--- config.mk ---
export PLATFORM = sky130hd
export DESIGN_NAME = uart_rx
export DESIGN_NICKNAME = d
export VERILOG_FILES = /design/src/rtl/uart_rx.sv
export SDC_FILE = /design/constraint.sdc
export NUM_CORES = 1
export LEC_CHECK = 0
export BUFFER_PORTS_ARGS = -buffer_cell sky130_fd_sc_hd__buf_2
export CAP_MARGIN = 20
export CORE_ASPECT_RATIO = 1.25
export CORE_UTILIZATION = 45
export CTS_BUF_LIST = sky130_fd_sc_hd__clkbuf_16
export DETAILED_ROUTE_END_ITERATION = 10
export SLEW_MARGIN = 25
export SYNTH_ARGS = -nofsm -noshare
export SYNTH_HDL_FRONTEND = slang
export SYNTH_SLANG_ARGS = --single-unit
--- constraint.sdc ---
create_clock -name clk -period 1.93 [get_ports clk]
set_input_delay 0.2895 -clock clk [delete_from_list [all_inputs] [get_ports clk]]
set_output_delay 0.2895 -clock clk [all_outputs]
set_load 0.005 [all_outputs]
--- src/rtl/uart_rx.sv ---
// 8N1 UART receiver: 2-flop synchroniser, mid-bit sampling, one recv_valid pulse per good frame.
// Optional macro UART_RX_FRAME_ERR_EN adds the frame_err pulse output.
module uart_rx #(
    parameter int unsigned CLK_FREQ = 100_000_000,
    parameter int unsigned BAUD     = 9600
) (
    input  logic       clk,
    input  logic       rst,
    input  logic       rx,
    output logic       recv_valid,
    output logic [7:0] recv_data
`ifdef UART_RX_FRAME_ERR_EN
    ,
    output logic       frame_err
`endif
);

    localparam int unsigned DIV   = CLK_FREQ / BAUD;
    localparam int unsigned HALF  = DIV / 2;
    localparam int unsigned CNT_W = ($clog2(DIV) > 14) ? $clog2(DIV) : 14;

    typedef enum logic [1:0] {IDLE, START, DATA, STOP} state_t;

    state_t             state, state_next;
    logic [1:0]         sync_ff;
    logic               rx_s;
    logic               rx_prev;
    logic [CNT_W-1:0]   baud_cnt;
    logic [2:0]         bit_cnt;
    logic [7:0]         shift_reg;
    logic               full_tick;
    logic               half_tick;
    logic               shift_en;
    logic               accept;

    assign rx_s      = sync_ff[1];
    assign full_tick = (baud_cnt == CNT_W'(DIV - 1));
    assign half_tick = (baud_cnt == CNT_W'(HALF - 1));

    always_comb begin
        state_next = state;
        shift_en   = 1'b0;
        accept     = 1'b0;
        unique case (state)
            IDLE: begin
                if (!rx_s && rx_prev)
                    state_next = START;
            end
            START: begin
                if (half_tick)
                    state_next = rx_s ? IDLE : DATA;
            end
            DATA: begin
                if (full_tick) begin
                    shift_en = 1'b1;
                    if (bit_cnt == 3'd7)
                        state_next = STOP;
                end
            end
            STOP: begin
                // Leaving mid stop bit lets a zero-gap next start edge be caught.
                if (full_tick) begin
                    state_next = IDLE;
                    accept     = rx_s;
                end
            end
            default: state_next = IDLE;
        endcase
    end

    always_ff @(posedge clk) begin
        if (rst) begin
            sync_ff    <= '1;
            rx_prev    <= 1'b1;
            state      <= IDLE;
            baud_cnt   <= '0;
            bit_cnt    <= '0;
            shift_reg  <= '0;
            recv_valid <= 1'b0;
            recv_data  <= '0;
        end else begin
            sync_ff    <= {sync_ff[0], rx};
            rx_prev    <= rx_s;
            state      <= state_next;
            recv_valid <= accept;
            if (accept)
                recv_data <= shift_reg;

            if (state_next != state || full_tick)
                baud_cnt <= '0;
            else
                baud_cnt <= baud_cnt + 1'b1;

            if (state_next != state)
                bit_cnt <= '0;
            else if (shift_en)
                bit_cnt <= bit_cnt + 1'b1;

            if (shift_en)
                shift_reg <= {rx_s, shift_reg[7:1]};
        end
    end

`ifdef UART_RX_FRAME_ERR_EN
    always_ff @(posedge clk) begin
        if (rst)
            frame_err <= 1'b0;
        else
            frame_err <= (state == STOP) && full_tick && !rx_s;
    end
`endif

endmodule

**Word-level counts from Yosys, hierarchy flattened**

Index checks and enable logic that the tools add are counted.

- Bits in registers: 39
- Word-level logic and storage cells: 34
- Input port bits: 3
- Output and inout port bits: 9

- Equality and inequality tests: 7
- Mux-type cells: 11
- Add/sub/neg operators: 2
- Reduce and logical (&&, ||, !) cells: 6

Operator list:

| cell | count |
|---|---|
| adder 14 x 1 -> 14 bit (second input constant) | 1 |
| == test 14 x 13 -> 1 bit (second input constant) | 1 |
| == test 14 bit (second input constant) | 1 |
| 2-to-1 mux 2 bit | 6 |
| case mux 2 bit (4 select lines) | 1 |
| == test 2 bit (second input constant) | 2 |
| 2-to-1 mux 1 bit | 4 |
| OR reduction 2 bit | 2 |
| adder 3 x 1 -> 3 bit (second input constant) | 1 |
| == test 3 bit (second input constant) | 1 |
| == test 2 x 1 -> 1 bit (second input constant) | 1 |
| logical NOT 2 bit | 1 |
| inequality test 2 bit | 1 |
| logical AND 1 bit | 1 |
| logical NOT 1 bit | 1 |
| logical OR 1 bit | 1 |

**Depth between registers and ports, before layout**

Gate-level depths: netlist of the first run.

- Depth in word-level cells: 7
- Gate-level depth with buffers: 7
- Mapped depth without buffers: 6

**Worst setup path before layout of the first run**

OpenSTA, ideal clock, no wires.

- Kind: register -> register
- From: reg baud_cnt[0]
- To: reg state[1]
- Cell stages (with the launch flop): 8
- Path slack: 0.360 ns
- Period minus slack after synthesis: 1.570 ns
- Data required time: 1.860 ns
- Arrival: 1.500 ns
- Cells stage by stage: dfxtp_1 -> ha_1 -> and4_1 -> buf_4 -> and4_1 -> buf_4 -> a21o_1 -> a21oi_1

- Cells in the longest elaborated chain, start to end: 3
- Elaborated cells between the ends (all ways): 6
- Classes of those cells: eq/ne (2); mux (4)

RTL lines:

| item | line | text |
|---|---|---|
| start: declaration | 28 | `logic [CNT_W-1:0] baud_cnt;` |
| start signal: assignment | 92 | `baud_cnt <= baud_cnt + 1'b1;` |
| == test 14 bit or == test 14 x 13 -> 1 bit (tied branches) | 37, 38 |  |
| 2-to-1 mux 2 bit (on tied branches) | 62, 50, 54 |  |
| case mux 2 bit (4 select lines) * | 44 | `unique case (state)` |
| end signal: assignment | 84 | `state <= state_next;` |
| end: declaration | 24 | `state_t state, state_next;` |

Mark *: on every way between the ends. The rest lies on a longest branch, timed or not.
A chain may end at the register's enable or synchronous reset.

**Final worst setup path of the first run**

- From: reg baud_cnt[0]
- To: reg recv_data[3]

- Cells in the longest elaborated chain, start to end: 3

RTL lines:

| item | line | text |
|---|---|---|
| == test 14 bit | 37 | `assign full_tick = (baud_cnt == CNT_W'(DIV - 1));` |
| 2-to-1 mux 1 bit | 62 | `if (full_tick) begin` |
| 2-to-1 mux 1 bit | 44 |  |
| end signal: assignment | 87 | `recv_data <= shift_reg;` |
| end: declaration | 11 | `output logic [7:0] recv_data` |

No other way between the ends.

==> flow_metrics.env, run 1 <==
export IMPL_numClockSinks=39
export IMPL_ant_nets=0
export IMPL_setup_viol=0
export IMPL_tns_ns=0
export IMPL_synth_top_cell_area_share_pct=44.8
export IMPL_instances_no_fill=248
export IMPL_post_route_period_util_pct=90.1
export IMPL_ys_ff_latch=39
export IMPL_num_antenna_cells=0
export IMPL_yosys_warnings=0
export IMPL_cp_top_family="simple AND/OR/NAND/NOR gates"
export IMPL_path_clk_slew_ns=0.05
export IMPL_cts_setup_buffers=0
export IMPL_grt_pass1_vias=1429
export IMPL_synth_top_family_by_area="simple AND/OR/NAND/NOR gates"
export IMPL_critPathCaptureType="register"
export IMPL_cts_buffers=5
export IMPL_dpl_cell_area_um2=1830
export IMPL_grt_max_degree=26
export IMPL_grt_util_met1_pct=22.8
export IMPL_worstReg2RegStart="baud_cnt[0]$_SDFF_PP0_"
export IMPL_syn_area_um2=1740
export IMPL_grt_pass1_wl_mm=6.25
export IMPL_cts_resized_gates=0
export IMPL_hp_start="rx"
export IMPL_cts_tree="built"
export IMPL_tightest_slew_ns=0.414
export IMPL_dieArea_um2=4130
export IMPL_hold_viol_final=0
export IMPL_max_slew_margin_pct=72.4
export IMPL_yosysMostFrequentCell="dfxtp_1"
export IMPL_syn2layout_area_growth_pct=14.5
export IMPL_p_leak_uw=0.000725
export IMPL_p_total_uw=1780
export IMPL_synthXorXnorAreaFrac_pct=5.02
export IMPL_synth_top_cell_by_area="dfxtp_1"
export IMPL_ioPinCount=12
export IMPL_crit_chain="ha_1, and4_1, nand4_4, buf_4, o21ai_0, a21oi_1"
export IMPL_ys_seq_area_share_pct=44.8
export IMPL_synthSimpleGateAreaFrac_pct=26.0
export IMPL_p_per_area_nw_per_um2=889
export IMPL_synth_fp_nets=204
export IMPL_violations="design-rule violations"
export IMPL_criticalPathCategory="register to register"
export IMPL_max_freq_mhz=575
export IMPL_synth_flop_cell="dfxtp_1"
export IMPL_synth_avg_cell_area_um2=8.81
export IMPL_die_h_um=71.6
export IMPL_rsz0062_at_grt="no"
export IMPL_drc=4
export IMPL_fin_nets=214
export IMPL_slew_violations=0
export IMPL_peakVddDrop_uv=480
export IMPL_n_fill_cell=352
export IMPL_critPathBufInv=1
export IMPL_largest_reg_flops=14
export IMPL_antenna_found_initial=0
export IMPL_holdPathEnd="sync_ff[0]$_SDFF_PP1_"
export IMPL_viasPerCell=5.79
export IMPL_use_met3_pct=5.05
export IMPL_vias=1437
export IMPL_clock_path_buffers=2
export IMPL_cp_slowest_cell="dfxtp_1"
export IMPL_finalCriticalPeriod_ns=1.74
export IMPL_gp_congestion=0.791
export IMPL_synth_edf_count=0
export IMPL_dpl_cell_count=240
export IMPL_yosysUniqueCellTypes=35
export IMPL_synth_compound_area_share_pct=16.9
export IMPL_die_w_um=57.7
export IMPL_core_area_um2=3600
export IMPL_htreeDepth=2
export IMPL_max_stage_delay_ns=0.37
export IMPL_status="finished with violations"
export IMPL_dp_hpwl_mm=2.45
export IMPL_synthCells=198
export IMPL_synthTopCellsByArea="dfxtp_1 (45%), nand3_1 (7.2%), a21oi_1 (6.0%), o21ai_0 (6.0%), xor2_1 (4.5%)"
export IMPL_top_usage_layer="met2"
export IMPL_final_util_pct=55.4
export IMPL_hold_path_class="primary input to register"
export IMPL_ys_async_sr_fraction_pct=0
export IMPL_crit_required_ns=2.07
export IMPL_reg2reg_depth=6
export IMPL_io_buffer_count=11
export IMPL_skew_ns=0.00589
export IMPL_cp_startpoint="baud_cnt[0]$_SDFF_PP0_"
export IMPL_grt_total_usage_pct=19.3
export IMPL_ff2ff_setup_slack_ns=0.19
export IMPL_met2_usage_pct=33.6
export IMPL_dr_pass1_iters=7
export IMPL_root_buffer="clkbuf_16"
export IMPL_drive_gt1_share_pct=15.8
export IMPL_clk_latency_ns=0.28
export IMPL_drt_total_wl_mm=3.46
export IMPL_overflow=0
export IMPL_synthTopCellsByCount="dfxtp_1 (39), nand3_1 (25), a21oi_1 (21), o21ai_0 (21), nor2_1 (14)"
export IMPL_cts_hold_buf=0
export IMPL_drv_cap=0
export IMPL_crit_arrival_ns=1.88
export IMPL_drt_iter0_drc=67
export IMPL_fin_area_um2=2000
export IMPL_initial_core_util_pct=48.4
export IMPL_rr_endpoint="recv_data[3]$_SDFFE_PP0P_"
export IMPL_avgRoutedWirePerCell_um=13.9
export IMPL_hold_depth=2
export IMPL_muxShareOfSynthArea_pct=0
export IMPL_cp_start_kind="register"
export IMPL_num_rows=24
export IMPL_cp_max_fo=16
export IMPL_synthAdderAreaFrac_pct=2.15
==> cell usage in the layout (no fill, tap or decap), types with 2 or more instances in the layout <==
| cell type | count |
|---|---|
| a21oi_1 | 21 |
| a22oi_1 | 2 |
| a22oi_2 | 2 |
| and3_1 | 2 |
| and4_1 | 5 |
| buf_2 | 11 |
| buf_4 | 6 |
| clkbuf_16 | 5 |
| dfxtp_1 | 39 |
| ha_1 | 3 |
| inv_1 | 3 |
| nand2_1 | 5 |
| nand2b_1 | 3 |
| nand3_1 | 25 |
| nand4_1 | 7 |
| nor2_1 | 14 |
| o21ai_0 | 21 |
| or2_2 | 3 |
| or3_1 | 5 |
| xor2_1 | 9 |
==> power breakdown <==
group | switching, uW | internal (uW)
combinational | 27.6 | 20.7
clock | 300 | 602
sequential | 10.6 | 815
==> through the flow <==
stage	setup WS, ns	hold WS (ns)
6_report	0.191	0.196
3_5_place_dp	0.210	0.405
2_1_floorplan	0.360	0.389
5_1_grt	0.0457	0.215
3_3_place_gp	0.280	0.391
4_1_cts	0.187	0.198
==> cells by family (layout without fill, tap and decap cells) <==
group	count (synthesis)	count (layout)
flops	39	39
fa+ha+maj	3	3
buf+inv	18	29
xor+xnor	10	10
simple gates	77	77
compound gates	51	51
==> final cells by class <==
class | count | area [um2] | share of cell area (%)
inverters | 3 | 11.3 | 0.564
clock buffers | 5 | 125 | 6.27
well taps | 39 | 48.8 | 2.44
multi-input cells | 141 | 872 | 43.7
flip-flops and latches | 39 | 781 | 39.1
repair buffers | 18 | 120 | 6.02
clock inverters | 3 | 38.8 | 1.94
==> worst reg2reg max path, stage by stage (launching register included) <==
cell and delay [ns]:
dfxtp_1 0.37, ha_1 0.23, and4_1 0.30, nand4_4 0.19
buf_4 0.25, o21ai_0 0.18, a21oi_1 0.09
==> per-layer routing <==
metal,part of all wire [%],vias up
met1,44,678
met5,0,-
li1,-,736
met2,52,17
met4,1.4,0
met3,2.1,6
==> worst max-delay path by stage <==
stage / slack (ns) / end / cells past startpoint
2_1_floorplan: 0.36 / state[1]$_SDFF_PP0_ / 7
3_3_place_gp: 0.28 / baud_cnt[13]$_SDFF_PP0_ / 6
3_5_place_dp: 0.21 / recv_data[3]$_SDFFE_PP0P_ / 6
4_1_cts: 0.19 / recv_data[3]$_SDFFE_PP0P_ / 6
5_1_grt: 0.05 / recv_data[3]$_SDFFE_PP0P_ / 6
6_report: 0.19 / recv_data[3]$_SDFFE_PP0P_ / 6
Note: power is estimated with default switching activity, not from simulation.
==> run 2, diff against run 1 <==
Settings changed: CELL_PAD_IN_SITES_DETAIL_PLACEMENT from default to 0, CELL_PAD_IN_SITES_GLOBAL_PLACEMENT from default to 1, PLACE_DENSITY_LB_ADDON from default to 0.1.
==> flow_metrics.env, run 2 (synthesis gave the netlist of run 1 again) <==
export IMPL_cts_setup_buffers=0
export IMPL_finalCriticalPeriod_ns=1.72
export IMPL_drv_cap=0
export IMPL_n_fill_cell=345
export IMPL_overflow=0
export IMPL_drc=3
export IMPL_die_h_um=71.6
export IMPL_crit_arrival_ns=1.87
export IMPL_initial_core_util_pct=48.4
export IMPL_clock_path_buffers=2
export IMPL_final_cell_mix="dfxtp_1 (39), nand3_1 (25), o21ai_0 (21), a21oi_1 (21), nor2_1 (14)"
export IMPL_core_area_um2=3600
export IMPL_numClockSinks=39
export IMPL_ff2ff_setup_slack_ns=0.21
export IMPL_instances_no_fill=248
export IMPL_routed_top_layer="met4"
export IMPL_p_per_area_nw_per_um2=817
export IMPL_rsz0062_at_grt="no"
export IMPL_gp_congestion=0.813
export IMPL_dieArea_um2=4130
export IMPL_post_route_period_util_pct=89.4
export IMPL_grt_pass1_vias=1453
export IMPL_die_w_um=57.7
export IMPL_p_leak_uw=0.000718
export IMPL_avgRoutedWirePerCell_um=13.9
export IMPL_viasPerCell=5.79
export IMPL_skew_ns=0.00397
export IMPL_tightest_slew_ns=0.416
export IMPL_crit_chain="ha_1, and4_2, nand4_4, buf_4, o21ai_0, a21oi_1"
export IMPL_ant_nets=0
export IMPL_max_freq_mhz=580
export IMPL_drive_gt1_share_pct=16.3
export IMPL_slew_violations=0
export IMPL_ioPinCount=12
export IMPL_wl_met2_mm=1.75
export IMPL_drt_met1_wl_mm=1.55
export IMPL_drt_iter0_drc=93
export IMPL_rr_endpoint="recv_data[7]$_SDFFE_PP0P_"
export IMPL_hold_viol_final=0
export IMPL_drt_total_wl_mm=3.44
export IMPL_seqCellArea_um2=781
export IMPL_cts_tree="built"
export IMPL_grt_pass1_wl_mm=6.39
export IMPL_htreeDepth=2
export IMPL_p_total_uw=1620
export IMPL_io_buffer_count=11
export IMPL_criticalPathCategory="register to register"
export IMPL_status="finished with violations"
export IMPL_peakVddDrop_uv=381
export IMPL_final_common_cell="dfxtp_1"
export IMPL_antenna_found_initial=0
export IMPL_max_slew_margin_pct=72.3
export IMPL_cp_startpoint="baud_cnt[0]$_SDFF_PP0_"
export IMPL_multi_input_area_um2=873
export IMPL_cp_max_fo=16
export IMPL_max_stage_delay_ns=0.36
export IMPL_syn2layout_area_growth_pct=14.0
export IMPL_num_antenna_cells=0
export IMPL_grt_max_degree=26
export IMPL_critPathCaptureType="register"
export IMPL_worstReg2RegStart="baud_cnt[0]$_SDFF_PP0_"
export IMPL_cp_start_kind="register"
export IMPL_dr_pass1_iters=7
export IMPL_cp_slowest_cell="dfxtp_1"
export IMPL_cp_endpoint="recv_data[7]$_SDFFE_PP0P_"
export IMPL_setup_viol=0
export IMPL_dp_hpwl_mm=2.45
export IMPL_violations="design-rule violations"
export IMPL_largest_reg_flops=14
export IMPL_grt_total_usage_pct=19.4
export IMPL_num_rows=24
export IMPL_fin_nets=215
export IMPL_root_buffer="clkbuf_16"
export IMPL_wl_met3_um=90
export IMPL_dpl_cell_count=241
export IMPL_hold_path_class="primary input to register"
export IMPL_vias=1437
export IMPL_clk_latency_ns=0.27
export IMPL_tns_ns=0
export IMPL_crit_required_ns=2.07
export IMPL_cts_buffers=5
export IMPL_path_clk_slew_ns=0.05
export IMPL_reg2reg_depth=6
run 2: layout make-up:
cell class	count	share of cell area, %
Sequential cell	39	39.3
Clock buffer	5	6.29
Clock inverter	2	0.441
Timing Repair Buffer	19	7.05
Multi-Input combinational cell	141	43.9
Inverter	3	0.566
Tap cell	39	2.45
run 2: worst min-delay path by stage:
stage                     startpoint                     to  slack [ns]  depth (start not counted)
3_3_place_gp   sync_ff[0]$_SDFF_PP1_  sync_ff[1]$_SDFF_PP1_        0.40                          1
6_report                          rx  sync_ff[0]$_SDFF_PP1_        0.20                          2
4_1_cts                           rx  sync_ff[0]$_SDFF_PP1_        0.20                          2
3_5_place_dp   sync_ff[0]$_SDFF_PP1_  sync_ff[1]$_SDFF_PP1_        0.41                          1
5_1_grt                           rx  sync_ff[0]$_SDFF_PP1_        0.20                          2
2_1_floorplan  sync_ff[0]$_SDFF_PP1_  sync_ff[1]$_SDFF_PP1_        0.39                          1
run 2: where the power goes:
part           internal (uW)  leakage, uW  switching [uW]
combinational           20.6     0.000336            27.4
clock                    463    0.0000671             288
sequential               815     0.000315            10.2
run 2: metal layers:
layer  vias to the layer above  global-route usage, %
met2                        23                   34.1
met3                         8                   3.79
met5                         -                      0
li1                        732                      -
met4                         0                   6.61
met1                       674                   23.6
run 2: critical path: cells and delay by family, from the launching register on:
family,cells,cell delay [ns]
AO/OA/AOI/OAI,2,0.27
adder cells (fa/ha/maj),1,0.22
buffers and inverters,1,0.23
flip-flops,1,0.36
AND/OR/NAND/NOR,2,0.51
run 2: metrics by stage:
step | hold slack, ns | setup slack, ns | area (um2) | util [%]
2_1_floorplan | 0.389 | 0.360 | 1740 | -
3_3_place_gp | 0.398 | 0.221 | 1850 | 51.4
3_5_place_dp | 0.408 | 0.156 | 1850 | 51.4
4_1_cts | 0.195 | 0.151 | 1990 | 55.1
5_1_grt | 0.201 | 0.0205 | 1990 | 55.2
6_report | 0.197 | 0.205 | 1990 | 55.2
run 2: what timing repair did:
action                     4_1_cts  5_1_grt
hold buffers                     0        0
gates resized for setup          0        1
setup endpoints to repair        0        9
==> run 3, diff against run 2 <==
Settings changed: ABC_AREA from default to 1, CAP_MARGIN 20 to default, CORE_UTILIZATION 45 to 44, GPL_TIMING_DRIVEN from default to 0.
==> flow_metrics.env, run 3 <==
export IMPL_vias=1505
export IMPL_antenna_found_initial=0
export IMPL_num_rows=26
export IMPL_drv_cap=0
export IMPL_synth_fp_nets=252
export IMPL_post_route_period_util_pct=90.3
export IMPL_initial_core_util_pct=46.7
export IMPL_io_buffer_count=11
export IMPL_cp_start_kind="register"
export IMPL_cts_setup_buffers=0
export IMPL_core_area_um2=4160
export IMPL_syn2layout_area_growth_pct=14.6
export IMPL_slew_violations=0
export IMPL_overflow=0
export IMPL_numClockSinks=39
export IMPL_p_per_area_nw_per_um2=756
export IMPL_largest_reg_flops=14
export IMPL_yosysUniqueCellTypes=26
export IMPL_grt_total_usage_pct=17.9
export IMPL_syn_area_um2=1950
export IMPL_grt_max_degree=14
export IMPL_clk_latency_ns=0.28
export IMPL_synthTopCellsByCount="nor2_1 (48), dfxtp_1 (39), nand2_1 (35)"
export IMPL_ys_async_sr_fraction_pct=0
export IMPL_drt_total_wl_mm=3.55
export IMPL_dpl_cell_area_um2=2070
export IMPL_synth_edf_count=0
export IMPL_root_buffer="clkbuf_16"
export IMPL_final_common_cell="nor2_1"
export IMPL_fin_area_um2=2230
export IMPL_gp_congestion=0.816
export IMPL_crit_arrival_ns=1.91
export IMPL_fin_nets=270
export IMPL_status="completed"
export IMPL_cts_tree="built"
export IMPL_setup_viol=0
export IMPL_hold_viol_final=0
export IMPL_tightest_slew_ns=0.629
export IMPL_dieArea_um2=4690
export IMPL_cp_slowest_cell="dfxtp_1"
export IMPL_synth_avg_cell_area_um2=7.91
export IMPL_ant_nets=0
export IMPL_ys_ff_latch=39
export IMPL_crit_required_ns=2.10
export IMPL_finalCriticalPeriod_ns=1.74
export IMPL_skew_ns=0.00728
export IMPL_path_clk_slew_ns=0.06
export IMPL_grt_pass1_vias=1512
export IMPL_grt_pass1_wl_mm=6.35
export IMPL_crit_chain="ha_4, nand3_4, inv_2, nand2_1, nor2_1, nand4_1, nand4_2, nand2_2, nand3_4, buf_12, nor2_4"
export IMPL_drt_iter0_drc=65
export IMPL_avgRoutedWirePerCell_um=11.1
export IMPL_die_w_um=61.5
export IMPL_synthTopCellsByArea="dfxtp_1 (40%), nor2_1 (9.3%), nand2_1 (6.8%), inv_1 (6.6%), nor2_4 (6.4%)"
export IMPL_p_leak_uw=0.000958
export IMPL_cts_buffers=5
export IMPL_cp_max_fo=10
export IMPL_synth_top_cell_area_share_pct=40.1
export IMPL_die_h_um=76.3
export IMPL_ioPinCount=12
export IMPL_critPathCaptureType="register"
export IMPL_rsz0062_at_grt="no"
export IMPL_max_slew_margin_pct=58.1
export IMPL_htreeDepth=2
export IMPL_drc=0
export IMPL_critPathMostFrequentCell="nand3_4"
export IMPL_max_stage_delay_ns=0.38
export IMPL_viasPerCell=4.69
export IMPL_num_antenna_cells=0
export IMPL_synth_top_cell_by_area="dfxtp_1"
export IMPL_synth_flop_cell="dfxtp_1"
export IMPL_fin_hold_ws_ns=0.189
export IMPL_yosys_warnings=0
export IMPL_instances_no_fill=321
export IMPL_yosysMostFrequentCell="nor2_1"
export IMPL_final_cell_mix="nor2_1 (48), dfxtp_1 (38), nand2_1 (35), inv_1 (34)"
export IMPL_ys_seq_area_share_pct=40.1
export IMPL_tns_ns=0
export IMPL_criticalPathCategory="register to register"
export IMPL_dpl_cell_count=313
export IMPL_p_total_uw=1690
export IMPL_dr_pass1_iters=6
export IMPL_max_freq_mhz=574
export IMPL_clock_path_buffers=2
export IMPL_synthCells=246
export IMPL_drive_gt1_share_pct=24.2
export IMPL_n_fill_cell=461
export IMPL_peakVddDrop_uv=501
export IMPL_hold_path_class="primary input to register"
export IMPL_dp_hpwl_mm=2.70
[run 3: changes by cell type in the layout (fill, tap and decap cells not counted), moves of 5 or more]
cell | previous run | this run
nor2_4 | 0 | 11
o21ai_0 | 21 | 9
nor2_2 | 0 | 6
or3_1 | 5 | 0
a211oi_2 | 0 | 8
nand3_1 | 25 | 11
inv_1 | 3 | 34
nor2_1 | 14 | 48
a21oi_1 | 21 | 2
nand2_1 | 5 | 35
[run 3: what timing repair did]
action / CTS / global route
endpoints found under the hold margin: 0 / 0
setup endpoints to repair: 0 / 21
gates resized for setup: 0 / 5
hold buffers: 0 / 0
[run 3: layout make-up]
cell class / instances / area (um2) / share of cell area [%]
clock buffer: 5 / 125 / 5.61
inverter: 38 / 143 / 6.40
buffer: 5 / 42.5 / 1.91
multi-input combinational: 164 / 995 / 44.6
clock inverter: 3 / 17.5 / 0.786
sequential: 39 / 782 / 35.1
timing repair buffer: 11 / 55.1 / 2.47
tap: 56 / 70.1 / 3.14
[run 3: path summary, 6_finish.rpt]
path | slack (ns) | start | cells past startpoint | to
setup / recovery | 0.19 | baud_cnt[1]$_SDFF_PP0_ | 11 | baud_cnt[10]$_SDFF_PP0_
hold reg to reg | 0.41 | sync_ff[0]$_SDFF_PP1_ | 1 | sync_ff[1]$_SDFF_PP1_
hold / removal | 0.19 | rx | 2 | sync_ff[0]$_SDFF_PP1_
setup reg to reg | 0.19 | baud_cnt[1]$_SDFF_PP0_ | 11 | baud_cnt[10]$_SDFF_PP0_
[run 3: cells by family after synthesis]
group / after synthesis / share of synthesized area [%]
AND/OR/NAND/NOR: 130 / 35.2
buffers and inverters: 43 / 9.39
flip-flops: 39 / 40.1
AO/OA/AOI/OAI: 19 / 7.97
XOR/XNOR: 12 / 5.40
adder cells (fa/ha/maj): 3 / 1.93
[run 3: stage by stage]
stage,setup slack (ns),util [%]
floorplan,0.269,-
global placement,0.0506,49.7
detailed placement,0.0374,49.7
CTS,0.0325,53.2
global route,0.0404,53.5
finish,0.188,53.5
[run 3: critical path: cells and delay by family, from the launching register on]
kind          cells  cell delay [ns]
buf+inv           2             0.27
fa+ha+maj         1             0.19
simple gates      8             0.79
flops             1             0.38
[run 3: metal layers]
layer	vias to the layer above	global-route usage (%)	part of all wire [%]
li1	797	-	-
met1	682	18.7	43
met2	20	32.9	53
met3	6	4.58	2.5
met4	0	6.00	1.7
met5	-	0	0
[run 3: power breakdown]
part	switching, uW	leakage [uW]	internal (uW)
registers	10.7	0.000315	815
clock network	315	0.0000716	476
logic	43.4	0.000571	25.8
